### config.mk
export PLATFORM = sky130hd
export DESIGN_NAME = ascii_edge_stream
export DESIGN_NICKNAME = d
export VERILOG_FILES = /design/src/rtl/ascii_edge_stream.sv
export SDC_FILE = /design/constraint.sdc
export NUM_CORES = 1
export LEC_CHECK = 0
export CORE_ASPECT_RATIO = 1.4
export CORE_MARGIN = 2
export CORE_UTILIZATION = 30
export CTS_CLUSTER_DIAMETER = 120
export DETAILED_ROUTE_END_ITERATION = 8
export GPL_TIMING_DRIVEN = 1
export PLACE_DENSITY_LB_ADDON = 0.1
export SLEW_MARGIN = 0
export SYNTH_ARGS = -nofsm -noshare
export SYNTH_HDL_FRONTEND = slang
export SYNTH_SLANG_ARGS = --single-unit
export TNS_END_PERCENT = 5
### constraint.sdc
create_clock -name clk -period 19.4 [get_ports clk]
set_input_delay 3.88 -clock clk [delete_from_list [all_inputs] [get_ports clk]]
set_output_delay 3.88 -clock clk [all_outputs]
set_load 0.01 [all_outputs]
### src/rtl/ascii_edge_stream.sv
// Streams one tile row per transfer and emits one ASCII glyph per tile: a luminance glyph, or an edge glyph when enough gradient pixels are found.
// Define ASCII_EDGE_DIAG_EN to classify pixels with both gradients as '/' or '\' instead of folding them into vertical/horizontal.
module ascii_edge_stream #(
    parameter int TILE_WIDTH     = 8,
    parameter int TILE_HEIGHT    = 8,
    parameter int ASCII_LEVELS   = 8,
    parameter int COLORS         = 3,
    parameter int COLOR_DEPTH    = 8,
    parameter int EDGE_THRESHOLD = 32,
    parameter int EDGE_MIN_COUNT = 4,
    localparam int DATA_WIDTH    = COLORS * COLOR_DEPTH,
    localparam int GW            = $clog2(ASCII_LEVELS + 4),
    localparam int CW            = $clog2(TILE_WIDTH * TILE_HEIGHT + 1)
) (
    input  logic                                 clk,
    input  logic                                 rst,
    input  logic                                 enable,
    input  logic [TILE_WIDTH-1:0][DATA_WIDTH-1:0] in_row,
    input  logic                                 in_sof,
    input  logic                                 in_valid,
    output logic                                 in_ready,
    output logic [GW-1:0]                        glyph,
    output logic                                 edge_exists,
    output logic [CW-1:0]                        edge_count,
    output logic                                 out_valid,
    input  logic                                 out_ready
);
    localparam int CD = COLOR_DEPTH;
    localparam int PB = $clog2(TILE_WIDTH * TILE_HEIGHT);
    localparam int LB = $clog2(ASCII_LEVELS);
    localparam int RB = $clog2(TILE_HEIGHT);
    localparam int SW = CD + PB;
    localparam logic [RB-1:0] LAST_ROW = RB'(TILE_HEIGHT - 1);
    localparam logic [CD:0]   THR      = (CD+1)'(EDGE_THRESHOLD);

    typedef enum logic [1:0] {ACCUM, RESOLVE, OUT} state_t;

    state_t state_q, state_d;
    logic   load, accept, first;

    logic [RB-1:0]                 row_q, row_d, row_idx;
    logic [TILE_WIDTH-1:0][CD-1:0] lum, prev_q, prev_d;
    logic [TILE_WIDTH-1:0]         pv, ph;
    logic [CW-1:0]                 vcnt_q, vcnt_d, hcnt_q, hcnt_d, v_row, h_row;
`ifdef ASCII_EDGE_DIAG_EN
    logic [TILE_WIDTH-1:0]         ps, pb;
    logic [CW-1:0]                 scnt_q, scnt_d, bcnt_q, bcnt_d, s_row, b_row;
`endif
    logic [SW-1:0]                 sum_q, sum_d, rsum;
    logic [GW-1:0]                 glyph_q, glyph_d;
    logic                          edge_q, edge_d;
    logic [CW-1:0]                 cnt_q, cnt_d, total, best;
    logic [1:0]                    best_code;

    // in_sof forces row 0 regardless of where the partial tile stood
    assign row_idx = in_sof ? '0 : row_q;
    assign first   = (row_idx == '0);
    assign accept  = in_valid & in_ready;

    for (genvar x = 0; x < TILE_WIDTH; x++) begin : g_px
        logic signed [CD:0] gx, gy;
        logic [CD:0]        mx, my;
        logic               ax, ay;

        if (COLORS == 1) begin : g_mono
            assign lum[x] = in_row[x];
        end else begin : g_rgb
            logic [CD+3:0] w;
            assign w = {3'd0, in_row[x][DATA_WIDTH-1 -: CD], 1'b0}
                     + {2'd0, in_row[x][DATA_WIDTH-CD-1 -: CD], 2'b0}
                     + {4'd0, in_row[x][DATA_WIDTH-CD-1 -: CD]}
                     + {4'd0, in_row[x][DATA_WIDTH-2*CD-1 -: CD]};
            assign lum[x] = CD'(w >> 3);
        end

        if (x == TILE_WIDTH - 1) begin : g_last
            assign gx = '0;
        end else begin : g_mid
            assign gx = $signed({1'b0, lum[x+1]}) - $signed({1'b0, lum[x]});
        end
        assign gy = first ? '0 : ($signed({1'b0, lum[x]}) - $signed({1'b0, prev_q[x]}));

        assign mx = gx[CD] ? $unsigned(-gx) : $unsigned(gx);
        assign my = gy[CD] ? $unsigned(-gy) : $unsigned(gy);
        assign ax = (mx > THR);
        assign ay = (my > THR);

`ifdef ASCII_EDGE_DIAG_EN
        assign pv[x] = ax & ~ay;
        assign ph[x] = ay & ~ax;
        assign ps[x] = ax & ay & (gx[CD] == gy[CD]);
        assign pb[x] = ax & ay & (gx[CD] != gy[CD]);
`else
        assign pv[x] = ax & (~ay | (mx >= my));
        assign ph[x] = ay & (~ax | (mx < my));
`endif
    end

    always_comb begin
        v_row = '0;
        h_row = '0;
        rsum  = '0;
`ifdef ASCII_EDGE_DIAG_EN
        s_row = '0;
        b_row = '0;
`endif
        for (int i = 0; i < TILE_WIDTH; i++) begin
            v_row = v_row + CW'(pv[i]);
            h_row = h_row + CW'(ph[i]);
            rsum  = rsum + SW'(lum[i]);
`ifdef ASCII_EDGE_DIAG_EN
            s_row = s_row + CW'(ps[i]);
            b_row = b_row + CW'(pb[i]);
`endif
        end
    end

    // Accumulators restart (rather than add) on the row-0 transfer
    always_comb begin
        row_d  = row_q;
        prev_d = prev_q;
        vcnt_d = vcnt_q;
        hcnt_d = hcnt_q;
        sum_d  = sum_q;
`ifdef ASCII_EDGE_DIAG_EN
        scnt_d = scnt_q;
        bcnt_d = bcnt_q;
`endif
        if (accept) begin
            row_d  = (row_idx == LAST_ROW) ? '0 : row_idx + RB'(1);
            prev_d = lum;
            vcnt_d = (first ? '0 : vcnt_q) + v_row;
            hcnt_d = (first ? '0 : hcnt_q) + h_row;
            sum_d  = (first ? '0 : sum_q) + rsum;
`ifdef ASCII_EDGE_DIAG_EN
            scnt_d = (first ? '0 : scnt_q) + s_row;
            bcnt_d = (first ? '0 : bcnt_q) + b_row;
`endif
        end
    end

    always_comb begin
        best      = vcnt_q;
        best_code = 2'd0;
        total     = vcnt_q + hcnt_q;
        if (hcnt_q > best) begin
            best      = hcnt_q;
            best_code = 2'd1;
        end
`ifdef ASCII_EDGE_DIAG_EN
        total = total + scnt_q + bcnt_q;
        if (scnt_q > best) begin
            best      = scnt_q;
            best_code = 2'd2;
        end
        if (bcnt_q > best) begin
            best      = bcnt_q;
            best_code = 2'd3;
        end
`endif
        cnt_d = total;
        if (total >= CW'(EDGE_MIN_COUNT)) begin
            glyph_d = GW'(ASCII_LEVELS) + GW'(best_code);
            edge_d  = 1'b1;
        end else begin
            glyph_d = GW'(sum_q >> (SW - LB));
            edge_d  = 1'b0;
        end
    end

    always_comb begin
        state_d   = state_q;
        in_ready  = 1'b0;
        out_valid = 1'b0;
        load      = 1'b0;
        case (state_q)
            ACCUM: begin
                in_ready = enable;
                if (enable && in_valid && row_idx == LAST_ROW)
                    state_d = RESOLVE;
            end
            RESOLVE: begin
                load    = 1'b1;
                state_d = OUT;
            end
            OUT: begin
                out_valid = 1'b1;
                if (out_ready)
                    state_d = ACCUM;
            end
            default: state_d = ACCUM;
        endcase
    end

    always_ff @(posedge clk) begin
        if (rst) state_q <= ACCUM;
        else     state_q <= state_d;
    end

    always_ff @(posedge clk) begin
        if (rst) begin
            row_q   <= '0;
            prev_q  <= '0;
            vcnt_q  <= '0;
            hcnt_q  <= '0;
            sum_q   <= '0;
`ifdef ASCII_EDGE_DIAG_EN
            scnt_q  <= '0;
            bcnt_q  <= '0;
`endif
            glyph_q <= '0;
            edge_q  <= 1'b0;
            cnt_q   <= '0;
        end else begin
            row_q   <= row_d;
            prev_q  <= prev_d;
            vcnt_q  <= vcnt_d;
            hcnt_q  <= hcnt_d;
            sum_q   <= sum_d;
`ifdef ASCII_EDGE_DIAG_EN
            scnt_q  <= scnt_d;
            bcnt_q  <= bcnt_d;
`endif
            if (load) begin
                glyph_q <= glyph_d;
                edge_q  <= edge_d;
                cnt_q   <= cnt_d;
            end
        end
    end

    assign glyph       = glyph_q;
    assign edge_exists = edge_q;
    assign edge_count  = cnt_q;
endmodule

==> metrics.md <==
| Metric | Value |
|---|---|
| Multi-input combinational cell area | 18,640 um^2 |
| Yosys reg bits | 108 |
| Layout fillers | 7,936 |
| Period minus WS final | approximately 14 ns |
| Clk slew on worst S/H paths | ~0.090 ns |
| Max Fanout on Critical Path | 9 |
| R2r setup slk | 11.40 ns |
| RR Startpoint | prev_q[5] |
| Nets | 3,761 |
| Final Hold Viols | 0 |
| Vias in the first global route | 20,700 |
| Area grow syn2layout | 16.03% |
| CP arrival | between 10 and 15 ns |
| Initial drt markers | 779 |
| YS warnings | 0 |
| Max_slew headroom | 25.86% |
| RSZ-0062 raised after global routing | no |
| Largest net degree at the start of global routing | 61 |
| Setup WS pre-CTS | about 5.2 ns |
| Synth top cells by count | inv_1 (407), ha_1 (346), nand2_1 (258), nor2_1 (211), a21oi_1 (203) |
| Crit-path slowest cell | o31ai_1 |
| Final worst slack | 5.625 ns |
| Routed wire per std cell | about 16 um |
| Net Count, Synth | 3,569 |
| Setup TNS | 0 ns |
| H-tree Lvls | 3 |
| CP startpoint kind | primary input |
| Root Buffer | clkbuf_16 |
| Clock sink count | roughly 110 |
| WL final | ~65 mm |
| Starting Density | 30.17% |
| Vias per inst | roughly 4.9 |
| CTS tree | done |
| Area of the mapped netlist | 22,590 um^2 |
| Main synth FF type | dfxtp_1 |
| ANT nets after route | 0 |
| Seq/Total Area, Yosys | under 10% |
| Placed Cells | 3,985 |
| Post-Route Utilization | 35.00% |
| Worst path max stage delay | 0.82 ns |
| Post_cts resized | 0 |
| DIE WIDTH | 235.9 um |
| Pre-antenna DRT Iters | 5 |
| Final setup vio count | 0 |
| CP Data Required Time | 19.65 ns |
| GP Congestion | 0.8230 |
| Post-synth EDFFs | 0 |
| DR vias | between 15,000 and 20,000 |
| Drt drc | 0 |
| Latest clock arrival within the worst-skew pair | 0.40 ns |
| Setup crit end | vcnt_q[6] |
| Core ar. | between 70,000 and 80,000 um^2 |
| Critical path launch point | in_row[2] |
| Crit. End Element | flop |
| # port buffers | 211 |
| Mapped Avg Cell Area | 7.966 um^2 |
| Site Rows | between 100 and 150 |
| Hold Crit Class | flop to flop |
| Most frequent CP cell | fa_1 |
| I/O pin count | 212 |
| Count leader, synth | inv_1 |
| Syn Inst Count | 2,836 |
| Synth top area share | 19.16% |
| GRT overflow | 0 |
| Clock Skew | 0.01806 ns |
| Asr flop ratio synth | 0% |
| Clock buffer depth | 2 |
| Max Transition Viols Final | 0 |
| Post-CTS Hold Fix Bufs | 0 |
| Fmax | 72.60 MHz |
| Die Ht | ~330 um |
| Yosys top cell by area | ha_1 |
| Max capacitance violation total | 0 |
| Full die area | 77,550 um^2 |
| Final worst-path cycle share | 71.00% |
| Inserted Diodes | 0 |
| Netlist cell types | 91 |
| Antenna violations before repair | 0 |
| Fraction of layout cells with a size suffix above 1 | 3.956% |
| Ranking of synthesized cells by area | ha_1 (19%), fa_1 (17%), dfxtp_1 (9.6%) |
| CTS buffer count | 9 |
| Non-Filler Instances | 4,001 |
| Worst-Margin Slew | around 1.1 ns |
| Total Routing Usage GR | 17.08% |
| Seq. cell area | 2162 um^2 |
| Worst setup path category | primary input to flop |
| Critical R2R Capture | vcnt_q[6] |
| Reg2Reg Depth | 34 |
| Dpl hpwl | 54.24 mm |
| Setup Buffers After CTS | 0 |
| Run status | finished clean |
| First-pass GRT wire length | 106.5 mm |
per-layer routing:
metal / vias to the layer above / GRT usage (%) / part of all wire [%]
li1: 9965 / - / -
met1: 9485 / 19.19 / 42
met2: 219 / 34.71 / 55
met3: 42 / 1.074 / 1.8
met4: 0 / 3.586 / 1.5
met5: - / 0 / 0
final cells by class:
type / count / share of cell area, %
multi-input cells: 2256 / 71.12
repair buffers: 245 / 9.021
flip-flops and latches: 108 / 8.247
inverters: 408 / 5.842
well taps: 968 / 4.620
clock buffers: 10 / 0.9116
clock inverters: 6 / 0.2386
state kept, by name, summed over array words and instances, names as in the netlist:
signal	cells
sum_q	14
vcnt_q	7
state_q	2
hcnt_q	7
glyph	4
edge_count	7
row_q	3
prev_q	64
worst min-delay path by stage:
stage	startpoint	endpoint	slack [ns]	cells past startpoint
2_1_floorplan	sum_q[10]	sum_q[10]	0.43	2
3_5_place_dp	sum_q[10]	sum_q[10]	0.44	2
5_1_grt	sum_q[5]	sum_q[5]	0.47	2
3_3_place_gp	sum_q[10]	sum_q[10]	0.44	2
4_1_cts	sum_q[10]	sum_q[10]	0.45	2
6_report	sum_q[10]	sum_q[10]	0.45	2
worst max-delay path, delay by kind of cell:
kind / cells / cell delay (ns)
adder cells (fa/ha/maj): 10 / 4.20
AO/OA/AOI/OAI: 16 / 3.33
AND/OR/NAND/NOR: 9 / 1.17
buffers and inverters: 5 / 0.68
multiplexers: 1 / 0.43
XOR/XNOR: 1 / 0.32
cells by family (layout without fill, tap and decap cells):
family	after synthesis	after routing	share of synthesized area (%)
flops	108	108	9.570
compound gates	628	628	17.86
simple gates	840	840	18.26
buf+inv	472	669	7.942
mux	23	23	1.074
fa+ha+maj	540	540	36.15
xor+xnor	225	225	9.143
through the flow:
step                hold WS, ns  area [um^2]
CTS                      0.4533        26220
global route             0.4734        26220
floorplan                0.4273        22590
detailed placement       0.4409        25910
finish                   0.4493        26220
global placement         0.4360        25910
placed cells by master, fill, tap and decap left out, types with 37 or more instances in the layout:
cell and count:
a21oi_1 203, nand3_1 48, o21a_1 37, xnor2_1 133, o21ai_0 106, clkdlybuf4s50_1 210
nand2b_1 57, nand2_1 256, dfxtp_1 108, nor2_1 211, inv_1 407, a21o_1 67
ha_1 346, nor2b_1 42, fa_1 189, xor2_1 86, nor3_1 42
Power is left out: the tool's default activity adds up to more than one toggle a clock period on the data nets, which glitch-free logic cannot reach.
